## src/rtl/id_ex_latch.sv

```systemverilog
// id_ex_latch: ID/EX pipeline register with stall (hold), flush (bubble) and a
// saturating bubble counter.
//   clk, rst_n         clock, asynchronous active-low reset
//   stall, flush       hazard controls; flush wins over stall
//   id_*               decoded instruction fields from ID
//   ex_*               registered copies presented to EX
//   illegal_sel        last load carried destination select 11
//   bubble_cnt         flush-inserted bubbles since reset, saturating
module id_ex_latch #(
  parameter int unsigned NBITS     = 32,
  parameter int unsigned RBITS     = 5,
  parameter int unsigned SELBITS   = 2,
  parameter int unsigned ALUOPBITS = 4,
  parameter int unsigned CNTBITS   = 16
) (
  input  logic                 clk,
  input  logic                 rst_n,
  input  logic                 stall,
  input  logic                 flush,
  input  logic                 id_valid,
  input  logic [NBITS-1:0]     id_pc_plus4,
  input  logic [NBITS-1:0]     id_rs_data,
  input  logic [NBITS-1:0]     id_rt_data,
  input  logic [NBITS-1:0]     id_imm,
  input  logic [RBITS-1:0]     id_reg_rs,
  input  logic [RBITS-1:0]     id_reg_rt,
  input  logic [RBITS-1:0]     id_reg_rd,
  input  logic [SELBITS-1:0]   id_reg_dst_sel,
  input  logic [ALUOPBITS-1:0] id_alu_op,
  input  logic                 id_alu_src,
  input  logic                 id_mem_read,
  input  logic                 id_mem_write,
  input  logic                 id_reg_write,
  input  logic                 id_mem_to_reg,
  output logic                 ex_valid,
  output logic [NBITS-1:0]     ex_pc_plus4,
  output logic [NBITS-1:0]     ex_rs_data,
  output logic [NBITS-1:0]     ex_rt_data,
  output logic [NBITS-1:0]     ex_imm,
  output logic [RBITS-1:0]     ex_reg_rs,
  output logic [RBITS-1:0]     ex_reg_rt,
  output logic [RBITS-1:0]     ex_reg_rd,
  output logic [SELBITS-1:0]   ex_reg_dst_sel,
  output logic [ALUOPBITS-1:0] ex_alu_op,
  output logic                 ex_alu_src,
  output logic                 ex_mem_read,
  output logic                 ex_mem_write,
  output logic                 ex_reg_write,
  output logic                 ex_mem_to_reg,
  output logic                 illegal_sel,
  output logic [CNTBITS-1:0]   bubble_cnt
);

  localparam logic [SELBITS-1:0] SEL_ILLEGAL = {SELBITS{1'b1}};
  localparam logic [CNTBITS-1:0] CNT_MAX     = {CNTBITS{1'b1}};

  logic                 valid_q,      valid_d;
  logic [NBITS-1:0]     pc_plus4_q,   pc_plus4_d;
  logic [NBITS-1:0]     rs_data_q,    rs_data_d;
  logic [NBITS-1:0]     rt_data_q,    rt_data_d;
  logic [NBITS-1:0]     imm_q,        imm_d;
  logic [RBITS-1:0]     reg_rs_q,     reg_rs_d;
  logic [RBITS-1:0]     reg_rt_q,     reg_rt_d;
  logic [RBITS-1:0]     reg_rd_q,     reg_rd_d;
  logic [SELBITS-1:0]   reg_dst_sel_q, reg_dst_sel_d;
  logic [ALUOPBITS-1:0] alu_op_q,     alu_op_d;
  logic                 alu_src_q,    alu_src_d;
  logic                 mem_read_q,   mem_read_d;
  logic                 mem_write_q,  mem_write_d;
  logic                 reg_write_q,  reg_write_d;
  logic                 mem_to_reg_q, mem_to_reg_d;
  logic                 illegal_q,    illegal_d;
  logic [CNTBITS-1:0]   bubble_cnt_q, bubble_cnt_d;

  logic                 sel_bad;

  // Next-state: flush loads a bubble, stall holds, otherwise load from ID.
  always_comb begin
    valid_d       = valid_q;
    pc_plus4_d    = pc_plus4_q;
    rs_data_d     = rs_data_q;
    rt_data_d     = rt_data_q;
    imm_d         = imm_q;
    reg_rs_d      = reg_rs_q;
    reg_rt_d      = reg_rt_q;
    reg_rd_d      = reg_rd_q;
    reg_dst_sel_d = reg_dst_sel_q;
    alu_op_d      = alu_op_q;
    alu_src_d     = alu_src_q;
    mem_read_d    = mem_read_q;
    mem_write_d   = mem_write_q;
    reg_write_d   = reg_write_q;
    mem_to_reg_d  = mem_to_reg_q;
    illegal_d     = illegal_q;
    bubble_cnt_d  = bubble_cnt_q;
    sel_bad       = (id_reg_dst_sel == SEL_ILLEGAL);

    if (flush) begin
      valid_d       = 1'b0;
      pc_plus4_d    = '0;
      rs_data_d     = '0;
      rt_data_d     = '0;
      imm_d         = '0;
      reg_rs_d      = '0;
      reg_rt_d      = '0;
      reg_rd_d      = '0;
      reg_dst_sel_d = '0;
      alu_op_d      = '0;
      alu_src_d     = 1'b0;
      mem_read_d    = 1'b0;
      mem_write_d   = 1'b0;
      reg_write_d   = 1'b0;
      mem_to_reg_d  = 1'b0;
      illegal_d     = 1'b0;
      if (bubble_cnt_q != CNT_MAX) begin
        bubble_cnt_d = bubble_cnt_q + CNTBITS'(1);
      end
    end else if (!stall) begin
      // Data and register numbers are captured even for an invalid slot;
      // only the control bits collapse to bubble values.
      valid_d       = id_valid;
      pc_plus4_d    = id_pc_plus4;
      rs_data_d     = id_rs_data;
      rt_data_d     = id_rt_data;
      imm_d         = id_imm;
      reg_rs_d      = id_reg_rs;
      reg_rt_d      = id_reg_rt;
      reg_rd_d      = id_reg_rd;
      reg_dst_sel_d = (id_valid && !sel_bad) ? id_reg_dst_sel : '0;
      alu_op_d      = id_valid ? id_alu_op : '0;
      alu_src_d     = id_valid & id_alu_src;
      mem_read_d    = id_valid & id_mem_read;
      mem_write_d   = id_valid & id_mem_write;
      // An illegal select must never reach the register file.
      reg_write_d   = id_valid & id_reg_write & ~sel_bad;
      mem_to_reg_d  = id_valid & id_mem_to_reg;
      illegal_d     = sel_bad;
    end
  end

  // Pipeline register.
  always_ff @(posedge clk or negedge rst_n) begin
    if (!rst_n) begin
      valid_q       <= 1'b0;
      pc_plus4_q    <= '0;
      rs_data_q     <= '0;
      rt_data_q     <= '0;
      imm_q         <= '0;
      reg_rs_q      <= '0;
      reg_rt_q      <= '0;
      reg_rd_q      <= '0;
      reg_dst_sel_q <= '0;
      alu_op_q      <= '0;
      alu_src_q     <= 1'b0;
      mem_read_q    <= 1'b0;
      mem_write_q   <= 1'b0;
      reg_write_q   <= 1'b0;
      mem_to_reg_q  <= 1'b0;
      illegal_q     <= 1'b0;
      bubble_cnt_q  <= '0;
    end else begin
      valid_q       <= valid_d;
      pc_plus4_q    <= pc_plus4_d;
      rs_data_q     <= rs_data_d;
      rt_data_q     <= rt_data_d;
      imm_q         <= imm_d;
      reg_rs_q      <= reg_rs_d;
      reg_rt_q      <= reg_rt_d;
      reg_rd_q      <= reg_rd_d;
      reg_dst_sel_q <= reg_dst_sel_d;
      alu_op_q      <= alu_op_d;
      alu_src_q     <= alu_src_d;
      mem_read_q    <= mem_read_d;
      mem_write_q   <= mem_write_d;
      reg_write_q   <= reg_write_d;
      mem_to_reg_q  <= mem_to_reg_d;
      illegal_q     <= illegal_d;
      bubble_cnt_q  <= bubble_cnt_d;
    end
  end

  assign ex_valid       = valid_q;
  assign ex_pc_plus4    = pc_plus4_q;
  assign ex_rs_data     = rs_data_q;
  assign ex_rt_data     = rt_data_q;
  assign ex_imm         = imm_q;
  assign ex_reg_rs      = reg_rs_q;
  assign ex_reg_rt      = reg_rt_q;
  assign ex_reg_rd      = reg_rd_q;
  assign ex_reg_dst_sel = reg_dst_sel_q;
  assign ex_alu_op      = alu_op_q;
  assign ex_alu_src     = alu_src_q;
  assign ex_mem_read    = mem_read_q;
  assign ex_mem_write   = mem_write_q;
  assign ex_reg_write   = reg_write_q;
  assign ex_mem_to_reg  = mem_to_reg_q;
  assign illegal_sel    = illegal_q;
  assign bubble_cnt     = bubble_cnt_q;

endmodule

```

## config.mk

```make
export PLATFORM = sky130hd
export DESIGN_NAME = id_ex_latch
export DESIGN_NICKNAME = d
export VERILOG_FILES = /design/src/rtl/id_ex_latch.sv
export SDC_FILE = /design/constraint.sdc
export NUM_CORES = 1
export LEC_CHECK = 0
export ABC_AREA = 0
export BUFFER_PORTS_ARGS = -buffer_cell sky130_fd_sc_hd__buf_2
export CELL_PAD_IN_SITES_DETAIL_PLACEMENT = 0
export CELL_PAD_IN_SITES_GLOBAL_PLACEMENT = 1
export CORE_MARGIN = 4
export CORE_UTILIZATION = 31
export CTS_CLUSTER_SIZE = 14
export DETAILED_ROUTE_END_ITERATION = 8
export PLACE_DENSITY_LB_ADDON = 0.1
export SETUP_SLACK_MARGIN = 0.4
export SLEW_MARGIN = 20
export SYNTH_ARGS = -nofsm -noshare
export SYNTH_HDL_FRONTEND = slang
export SYNTH_SLANG_ARGS = --single-unit
```

## constraint.sdc

```tcl
create_clock -name clk -period 1.6 [get_ports clk]
set_input_delay 0.16 -clock clk [delete_from_list [all_inputs] [get_ports clk]]
set_output_delay 0.16 -clock clk [all_outputs]
set_load 0.1 [all_outputs]
```

# == After elaboration in Yosys (flattened, before gate mapping) ==
# Cells that the tools add are included.
# Widths: inputs -> output; s select.
# word_totals
ff_bits,172
latchBits,0
mem_bits_rw,0
rom_bits,0
in_bits,159
output_inout_bits,172
word_cells,65
mem_count,0
# classes
addsub,1
multipliers,0
n_div,0
n_lt_le_gt_ge,0
eq_ne,3
n_shift,0
n_mux,34
bitwise_logic,7
reduce_logical,3
# ops
op,count
$mux 32,8
$mux 5,6
$add 16x1->16 const B,1
$ne 16x16->1 const B,1
$mux 1,14
$mux 4,3
$and 1x1->1,6
$mux 2,3
$eq 2x2->1 const B,1
$ne 2x1->1 const B,1
$reduce_and 2->1,1
$logic_and 1x1->1,1
$logic_not 1->1,1
$not 1->1,1

# == Logic depth before layout (Yosys ltp) ==
# Gate-level depths: netlist of run 1.
# depth
ltp_word,6
depth_mapped,6
mapped_depth_nobuf,5

# == Worst setup path before layout of run 1 ==
# Ideal clock, no wire load.
# synth_path
path_type,flip-flop to flip-flop
start,reg bubble_cnt_q[0] (netlist: bubble_cnt[0])
end,reg bubble_cnt_q[1] (netlist: bubble_cnt[1])
setup_time_ns,0.126
arrival_ns,2.331
required_time_ns,1.474
slack_ns,-0.857
path_stages_with_launch,7
path_cell_list,dfrtp_1 ha_1 nand4_1 or4_1 buf_6 nand2_4 mux2_4
# synth_between
elab_chain_cells,2
elab_cells_between_ends,3
cone_classes,1 x add/sub; 1 x eq/ne; 1 x reduce/logical
# synth_rtl
element,line_no,rtl
"start, declared",73,"logic [CNTBITS-1:0] bubble_cnt_q, bubble_cnt_d;"
"start signal, assigned",178,bubble_cnt_q <= bubble_cnt_d;
branches (longest 2 deep; another with $add 16x1->16),-,
# Several ways; the timed one is not identified.
# A chain may end at the register's enable or synchronous reset.

# == Worst setup path after layout of run 1 ==
# layout_path
start,reg bubble_cnt_q[1] (netlist: bubble_cnt[1])
end,reg bubble_cnt_q[1] (netlist: bubble_cnt[1])
# Same word-level chain as after synthesis.

==> impl_metrics.tcl, run 1 <==
set metrics [dict create \
    status "finished with violations" \
    failing_checks "setup timing" \
    grt.overflow.total 0 \
    async_flop_share_pct 100 \
    reg2reg_to "bubble_cnt[1]$_DFFE_PN0P_" \
    drt-pass1-iter-count 5 \
    most_frequent_cells_in_the_layout "buf_12, nor2_1, buf_2" \
    cts-buffers-inserted 17 \
    initial_core_util_pct 31.8 \
    worstSetupPathType "reg -> reg" \
    startpoint "bubble_cnt[1]$_DFFE_PN0P_" \
    remaining_drc_errors 0 \
    wirelength_met1_um 9260 \
    routabilityCongestion 0.787 \
    core_um2 22000 \
    timing.critical_path.arrival_ns 1.99 \
    cts_tree "done" \
    worst_max_slew_pin_slew_ns 0.651 \
    critical_path.startpoint_type "register" \
    netlist.top_cell.by_area "dfrtp_1" \
    routed-via-count 6405 \
    layout_cell_share_with_drive_strength_beyond_1_pct 54.1 \
    number_of_antenna_violations_at_the_first_check_in_global_routing 0 \
    fin_ws_ns -0.0775 \
    count_of_flip_flops_with_a_built_in_enable_after_synthesis 0 \
    static-leakage-power_nw 6.71 \
    boundaryPins 331 \
    multi_input_area_um2 2610 \
    groute.usage.overall_pct 19.0 \
    finalWirelength_um 24400 \
    post_synth_fa_ha_maj_area_fraction_pct 0.179 \
    reg_clk_slew_reported_paths_ns 0.07 \
    avgViaCountPerCell 4.58 \
    synthesis.area_per_instance_um2 11.8 \
    regArea_um2 4560 \
    dp_worst_setup_slack_ns -0.110 \
    worstRegToRegCells 5 \
    detailroute.wirelength.met2_um 12800 \
    clock_sinks 172 \
    ys_seq_area_share_pct 61.5 \
    netlist_area_um2 7000 \
    final.fill_count 1585 \
    maxCapViolations 0 \
    hp-class "in -> reg" \
    critical_path_peak_fanout 2 \
    top_cell_type_s_share_of_synthesized_area_pct 61.5 \
    mux_cell_area_share_after_synthesis_pct 20.7 \
    timing.reg2reg.setup_slack_ns -0.08 \
    reg2reg_from "bubble_cnt[1]$_DFFE_PN0P_" \
    placed_cells_incl_taps 1197 \
    synth_warnings 0 \
    vdd_ir_drop_max_mv 0.851 \
    final_design_area_no_fill_um2 14400 \
    highest_layer "met4" \
    io_buffer_count 330 \
    layout.core_utilization_pct 65.6 \
    detailedRoute.firstIterationViolations 273 \
    post_synth_inst_count 592 \
    setup_viol 5 \
    timing.final.crit_share_pct 105 \
    slew_violations 0 \
    dieArea_um2 25100 \
    die-width_um 158 \
    post_synth_xor_area_fraction_pct 1.25 \
    power_density_nw_per_um2 1030 \
    post_synth_and_or_nand_nor_area_fraction_pct 11.9 \
    die_height_um 158 \
    finalNonFillerCells 1400 \
    ctsHtreeMaxLevel 4 \
    areaGrowthSynthToFinish_pct 106 \
    dpl-instance-area_um2 9480 \
    fin_nets 1265 \
    hpwl_um 15800 \
    crit_path_end "bubble_cnt[1]$_DFFE_PN0P_" \
    ys_ff_latch 172 \
    fin_worst_skew_ns 0.00841 \
    worst_hold_startpoint "id_imm[19]" \
    synth_nets 752 \
    ant_nets 0 \
    core.rowCount 54 \
    fmax_mhz 596 \
    worstSkewPairLatency_ns 0.43 \
    layout.cells.most_common "buf_12" \
    dominant_combinational_cell_family_by_area_after_synthesis "multiplexers" \
    synth_area_leaders "dfrtp_1, mux2i_1, nor2_1" \
    synth_ff_type "dfrtp_1" \
    synth.distinct_cells 32 \
    synth_compound_gate_area_share_pct 1.95 \
    holdWs_ns 0.0305 \
    final_period_minus_worst_setup_slack_ns 1.68 \
    final-hold-violation-count 0 \
    grt_pass1_wl_um 37300 \
    clk_path_buf_depth 2 \
    slew_headroom_pct 56.5 \
    maximum_number_of_pins_on_one_net_before_global_route_repair 92 \
    grt_setup_unrepaired "true" \
    grt_pass1_vias 7118 \
    worst_setup_path_end_kind "register" \
    cts.root.buffer_cell "clkbuf_16" \
    wl_per_cell_um 17.4 \
    critical_path_required_ns 1.91 \
    route.met3.wl_um 1900 \
]
==> synthesized netlist by cell type, types with 2 or more instances <==
library cell	n
dfrtp_1	172
nor2_1	166
mux2i_1	143
clkbuf_1	16
buf_2	14
nand2_1	12
a21oi_1	8
buf_1	7
xnor2_1	7
nand3_1	6
nand4_1	6
a22oi_1	5
a32oi_1	3
inv_1	3
xor2_1	3
and3_1	2
nor3_1	2
o21a_1	2
o21ai_0	2
==> timing repair <==
action                                  in CTS  in global routing
endpoints found under the hold margin      177                  1
setup buffers                               14                  8
gates resized for setup                    636                 84
endpoints found under the setup margin     188                188
hold buffers                               146                  1
pin swaps                                   13                  5
==> metrics by stage <==
step	setup TNS [ns]	power (mW)
final	-0.167	14.9
after global routing	-0.863	15.5
after CTS	-0.147	14.8
after detailed placement	-0.493	8.94
after global placement	-0.249	8.89
after floorplan	-1.36	7.92
==> cell families (layout without fill, tap and decap cells) <==
family	count (synthesis)	after routing
buffers and inverters	41	567
XOR/XNOR	10	10
other	0	2
AND/OR/NAND/NOR	203	203
flip-flops	172	172
multiplexers	144	144
adder cells (fa/ha/maj)	1	1
AO/OA/AOI/OAI	21	21
==> layer usage <==
| metal | GRT usage [%] | up-vias |
|---|---|---|
| met5 | 0 | - |
| met4 | 5.85 | 0 |
| met3 | 6.93 | 33 |
| met2 | 34.2 | 227 |
| met1 | 20.9 | 3136 |
| li1 | - | 3009 |
==> final cells by class <==
class | count | area share [%]
Tap cell | 280 | 2.43
Sequential cell | 172 | 31.6
Inverter | 3 | 0.0780
Timing Repair Buffer | 532 | 43.6
Clock inverter | 14 | 1.27
Antenna cell | 2 | 0.0347
Clock buffer | 18 | 2.97
Multi-Input combinational cell | 379 | 18.0
==> how the worst min path moves through the flow <==
stage | end | depth (start not counted)
3_3_place_gp | ex_imm[17]$_DFFE_PN0P_ | 1
3_5_place_dp | ex_imm[17]$_DFFE_PN0P_ | 1
6_report | ex_imm[19]$_DFFE_PN0P_ | 3
2_1_floorplan | ex_alu_op[0]$_DFFE_PN0P_ | 0
5_1_grt | ex_imm[19]$_DFFE_PN0P_ | 3
4_1_cts | ex_pc_plus4[22]$_DFFE_PN0P_ | 3
==> power by group <==
part | total, mW | switching [mW] | internal, mW
combinational | 5.52 | 3.31 | 2.21
sequential | 5.06 | 0.320 | 4.74
clock | 4.33 | 1.83 | 2.49
==> critical path, stage by stage, from the launching register on <==
cell,delay (ns)
dfrtp_4,0.43
ha_4,0.13
nand4_1,0.13
or4_4,0.48
nand2_4,0.10
mux2_4,0.29
No activity file was read; power rests on OpenSTA's default activity.
==> inputs of run 2 (changes only) <==
Settings changed: CORE_UTILIZATION 31 to 35.
Clock period 1.6 ns to 1.9 ns, I/O delays scaled along.
==> impl_metrics.tcl, run 2 (same netlist as run 1, synthesis figures left out) <==
set metrics [dict create \
    worstPathCellList "nand4_4 > or4_4 > nand2_4 > mux2_4" \
    areaGrowthSynthToFinish_pct 48.9 \
    wl_per_cell_um 16.7 \
    detailedRoute.firstIterationViolations 209 \
    groute.usage.overall_pct 18.9 \
    avgViaCountPerCell 4.63 \
    reg_clk_slew_reported_paths_ns 0.07 \
    layout.cells.most_common "buf_2" \
    final_design_area_no_fill_um2 10400 \
    final_period_minus_worst_setup_slack_ns 1.67 \
    worst_max_slew_pin_slew_ns 0.699 \
    hold-path-endpoint "ex_imm[21]$_DFFE_PN0P_" \
    core_um2 19600 \
    maxCapViolations 0 \
    reg2reg_to "bubble_cnt[1]$_DFFE_PN0P_" \
    worst_hold_startpoint "id_imm[21]" \
    grt.overflow.total 0 \
    antennaDiodeCount 0 \
    ant_nets 0 \
    cts-buffers-inserted 17 \
    worstSetupPathType "reg -> reg" \
    remaining_drc_errors 0 \
    worst_setup_path_end_kind "register" \
    wirelength_met1_um 8170 \
    grt_pass1_vias 6257 \
    dpl-instance-area_um2 9080 \
    worstRegToRegCells 4 \
    detailroute.wirelength.met2_um 10400 \
    fin_nets 1136 \
    highest_layer "met5" \
    static-leakage-power_nw 5.79 \
    timing.critical_path.arrival_ns 1.98 \
    initial_core_util_pct 35.7 \
    vdd_ir_drop_max_mv 1.08 \
    critical_path.max_stage_delay_ns 0.59 \
    worstSkewPairLatency_ns 0.42 \
    fin_worst_skew_ns 0.00586 \
    ctsHtreeMaxLevel 4 \
    cts_tree "done" \
    drt-pass1-iter-count 4 \
    slew_violations 0 \
    slew_headroom_pct 53.4 \
    power_density_nw_per_um2 1090 \
    timing.reg2reg.setup_slack_ns 0.23 \
    layout_cell_share_with_drive_strength_beyond_1_pct 42.4 \
    status "finished clean" \
    min_path_cells 3 \
    placed_cells_incl_taps 1161 \
    io_buffer_count 330 \
    core.rowCount 51 \
    holdWs_ns 0.0130 \
    total_power_mw 11.3 \
    critical_path.startpoint_type "register" \
    grt_pass1_wl_um 33100 \
    route.met3.wl_um 1910 \
    most_frequent_cells_in_the_layout "buf_2, nor2_1, dfrtp_1" \
    die-width_um 149 \
    critical_path_required_ns 2.21 \
    die_height_um 149 \
    dieArea_um2 22300 \
    setup_viol 0 \
    cell_with_the_largest_stage_delay_on_the_worst_path "or4_4" \
    grt_setup_unrepaired "true" \
    finalWirelength_um 20900 \
    hp-class "in -> reg" \
    fmax_mhz 599 \
    final-hold-violation-count 0 \
    routabilityCongestion 0.779 \
    final_total_negative_setup_slack_ns 0 \
    number_of_antenna_violations_at_the_first_check_in_global_routing 4 \
    boundaryPins 331 \
    maximum_number_of_pins_on_one_net_before_global_route_repair 155 \
    reg2reg_from "bubble_cnt[10]$_DFFE_PN0P_" \
    timing.final.crit_share_pct 87.9 \
    cts.root.buffer_cell "clkbuf_16" \
    routed-via-count 5804 \
    clk_path_buf_depth 2 \
    finalNonFillerCells 1254 \
    critical_path_peak_fanout 4 \
    hpwl_um 15100 \
    clock_sinks 172 \
]
==> run 2: cell count changes in the layout (fill, tap and decap cells not counted), moves of 3 or more <==
cell,change
buf_6,-12
clkinv_4,-3
clkbuf_4,+4
dlygate4sd3_1,-97
dfrtp_1,+153
buf_12,-175
buf_2,+156
buf_4,-6
clkinv_2,+3
dfrtp_2,-153
==> run 2: metrics by stage <==
stage | setup slack (ns) | util [%]
5_1_grt | 0.167 | 53.2
3_5_place_dp | 0.188 | 46.3
6_report | 0.231 | 53.2
3_3_place_gp | 0.190 | 46.3
4_1_cts | 0.233 | 52.7
2_1_floorplan | -0.0539 | -
==> run 2: repair_timing <==
action / in CTS / in global routing
endpoints found under the setup margin: 24 / 20
hold endpoints to repair: 95 / 1
hold buffers: 49 / 1
setup buffers: 6 / 5
pin swaps: 8 / 6
cloned: 0 / 0
gates resized for setup: 25 / 12
==> run 2: worst max-delay path by stage <==
stage                               start                        end  slack (ns)  depth (start not counted)
2_1_floorplan   bubble_cnt[8]$_DFFE_PN0P_  bubble_cnt[1]$_DFFE_PN0P_       -0.05                          5
6_report       bubble_cnt[10]$_DFFE_PN0P_  bubble_cnt[1]$_DFFE_PN0P_        0.23                          4
5_1_grt         bubble_cnt[0]$_DFFE_PN0P_  bubble_cnt[1]$_DFFE_PN0P_        0.17                          5
3_5_place_dp    bubble_cnt[0]$_DFFE_PN0P_  bubble_cnt[1]$_DFFE_PN0P_        0.19                          5
4_1_cts         bubble_cnt[0]$_DFFE_PN0P_  bubble_cnt[1]$_DFFE_PN0P_        0.23                          5
3_3_place_gp    bubble_cnt[8]$_DFFE_PN0P_  bubble_cnt[1]$_DFFE_PN0P_        0.19                          4
==> run 2: layout make-up <==
type / instances / area, µm²
clock buffers: 19 / 453
clock inverters: 13 / 184
fillers: 1746 / 9160
inverters: 3 / 11.3
multi-input cells: 379 / 2610
flip-flops and latches: 172 / 4360
well taps: 265 / 332
repair buffers: 403 / 2470
==> run 2: power by group <==
part           total, mW  switching [mW]  internal (mW)
clock network       3.76            1.47           2.29
registers           4.16           0.197           3.96
logic               3.43            2.59          0.842
total               11.3            4.26           7.09
==> run 2: worst max-delay path, delay by kind of cell, from the launching register on <==
kind / cells / cell delay, ns
multiplexers: 1 / 0.30
flip-flops: 1 / 0.45
AND/OR/NAND/NOR: 3 / 0.81
==> run 2: per-layer routing <==
metal | GRT usage [%] | vias up
met3 | 7.00 | 35
met1 | 22.5 | 2796
met2 | 32.1 | 217
met5 | 0 | -
li1 | - | 2748
met4 | 5.54 | 8
==> inputs of run 3 (changes only) <==
Settings changed: CELL_PAD_IN_SITES_DETAIL_PLACEMENT 0 to 1, CELL_PAD_IN_SITES_GLOBAL_PLACEMENT 1 to 2, CORE_UTILIZATION 35 to 28, SETUP_SLACK_MARGIN 0.4 to 0.05.
==> impl_metrics.tcl, run 3 (same netlist as run 1, synthesis figures left out) <==
set metrics [dict create \
    finalNonFillerCells 1283 \
    core.rowCount 57 \
    hpwl_um 17000 \
    final_total_negative_setup_slack_ns 0 \
    worstSkewPairLatency_ns 0.42 \
    cell_with_the_largest_stage_delay_on_the_worst_path "or4_1" \
    post_cts_setup_buffers 0 \
    avgViaCountPerCell 4.46 \
    worstPathCellList "nand4_2 > or4_1 > nand2_4 > mux2_4" \
    layout.core_utilization_pct 41.1 \
    worstSetupPathType "reg -> reg" \
    total_power_mw 10.9 \
    multi_input_area_um2 2530 \
    slew_violations 0 \
    grt.overflow.total 0 \
    regArea_um2 4360 \
    route.met3.wl_um 1650 \
    critical_path_peak_fanout 5 \
    detailroute.wirelength.met2_um 11700 \
    cts-buffers-inserted 17 \
    placed_cells_incl_taps 1223 \
    groute.usage.overall_pct 16.5 \
    fmax_mhz 576 \
    clk_path_buf_depth 2 \
    wirelength_met1_um 9090 \
    dp_worst_setup_slack_ns 0.171 \
    final-hold-violation-count 0 \
    critical_path.startpoint_type "register" \
    most_frequent_cells_in_the_layout "buf_2, nor2_1, dfrtp_1" \
    hp-class "in -> reg" \
    maxCapViolations 0 \
    power_density_nw_per_um2 1080 \
    routed-via-count 5720 \
    vdd_ir_drop_max_mv 0.903 \
    cts.root.buffer_cell "clkbuf_16" \
    ant_nets 0 \
    number_of_antenna_violations_at_the_first_check_in_global_routing 6 \
    grt_pass1_wl_um 36400 \
    highest_layer "met5" \
    die_height_um 166 \
    timing.final.crit_share_pct 91.3 \
    critical_path.max_stage_delay_ns 0.61 \
    remaining_drc_errors 0 \
    routabilityCongestion 0.797 \
    reg_clk_slew_reported_paths_ns 0.07 \
    initial_core_util_pct 28.6 \
    worst_setup_path_end_kind "register" \
    worst_max_slew_pin_slew_ns 0.684 \
    slew_headroom_pct 54.4 \
    io_buffer_count 330 \
    clock_sinks 172 \
    cts_tree "done" \
    ctsHtreeMaxLevel 4 \
    final_period_minus_worst_setup_slack_ns 1.73 \
    setup_viol 0 \
    dieArea_um2 27600 \
    timing.critical_path.arrival_ns 2.03 \
    boundaryPins 331 \
    fin_ws_ns 0.165 \
    detailedRoute.firstIterationViolations 184 \
    drt-pass1-iter-count 4 \
    status "finished clean" \
    fin_worst_skew_ns 0.0105 \
    final.fill_count 2775 \
    wl_per_cell_um 17.8 \
    cts-resized-gates 0 \
    finalWirelength_um 22800 \
    die-width_um 166 \
    maximum_number_of_pins_on_one_net_before_global_route_repair 159 \
    layout.cells.most_common "buf_2" \
    core_um2 24500 \
    fin_nets 1105 \
    grt_pass1_vias 6419 \
    areaGrowthSynthToFinish_pct 43.5 \
    layout_cell_share_with_drive_strength_beyond_1_pct 41.4 \
    grt_setup_unrepaired "false" \
    critical_path_required_ns 2.20 \
    static-leakage-power_nw 5.56 \
]
[run 3: cell types whose count changed in the layout (fill, tap and decap cells not counted), sizes merged]
cell | before | now
dlygate4sd3 | 50 | 27
clkinvlp | 0 | 5
buf | 348 | 344
clkbuf | 24 | 20
clkinv | 4 | 0
diode | 0 | 2
bufinv | 4 | 3
inv | 8 | 7
[run 3: repair_timing]
| item | 4_1_cts | 5_1_grt |
|---|---|---|
| endpoints found under the hold margin | 67 | 0 |
| endpoints found under the setup margin | 0 | 0 |
| hold buffers | 27 | 0 |
[run 3: final timing paths]
check | end | slack [ns] | cells after the start | from
worst max register to register | bubble_cnt[1]$_DFFE_PN0P_ | 0.17 | 4 | bubble_cnt[8]$_DFFE_PN0P_
max in group asynchronous | ex_pc_plus4[1]$_DFFE_PN0P_ | 0.90 | 3 | rst_n
worst max-delay path | bubble_cnt[1]$_DFFE_PN0P_ | 0.17 | 4 | bubble_cnt[8]$_DFFE_PN0P_
min in group asynchronous | ex_reg_rt[3]$_DFFE_PN0P_ | 0.28 | 2 | rst_n
worst min-delay path | ex_pc_plus4[14]$_DFFE_PN0P_ | 0.02 | 3 | id_pc_plus4[14]
worst min register to register | ex_alu_op[0]$_DFFE_PN0P_ | 0.51 | 2 | ex_alu_op[0]$_DFFE_PN0P_
[run 3: area by class of cell]
type                            instances  share of cell area [%]
Antenna cell                            2                  0.0498
Timing Repair Buffer                  372                    21.3
Sequential cell                       172                    43.4
Clock inverter                         12                    1.64
Tap cell                              324                    4.03
Inverter                                3                   0.112
Multi-Input combinational cell        379                    25.2
Clock buffer                           19                    4.31
[run 3: per-stage QoR]
stage               instance area, µm²  hold slack, ns
floorplan                         7070          -0.106
global placement                  9170           0.167
detailed placement                9170           0.184
CTS                              10000       0.0000143
global route                     10000         0.00327
finish                           10000          0.0183
[run 3: worst max-delay path: cells and delay by family (launching register included)]
| kind | cells | cell delay, ns |
|---|---|---|
| and+or+nand+nor | 3 | 0.86 |
| DFF | 1 | 0.44 |
| muxes | 1 | 0.30 |
[run 3: layer usage]
layer / up-vias / global-route usage (%)
met2: 195 / 29.0
met1: 2807 / 19.3
met5: - / 0
met4: 8 / 4.88
li1: 2682 / -
met3: 28 / 5.47
[run 3: where the power goes]
group | switching (mW) | internal [mW]
combinational | 2.51 | 0.654
sequential | 0.212 | 3.95
clock | 1.48 | 2.08
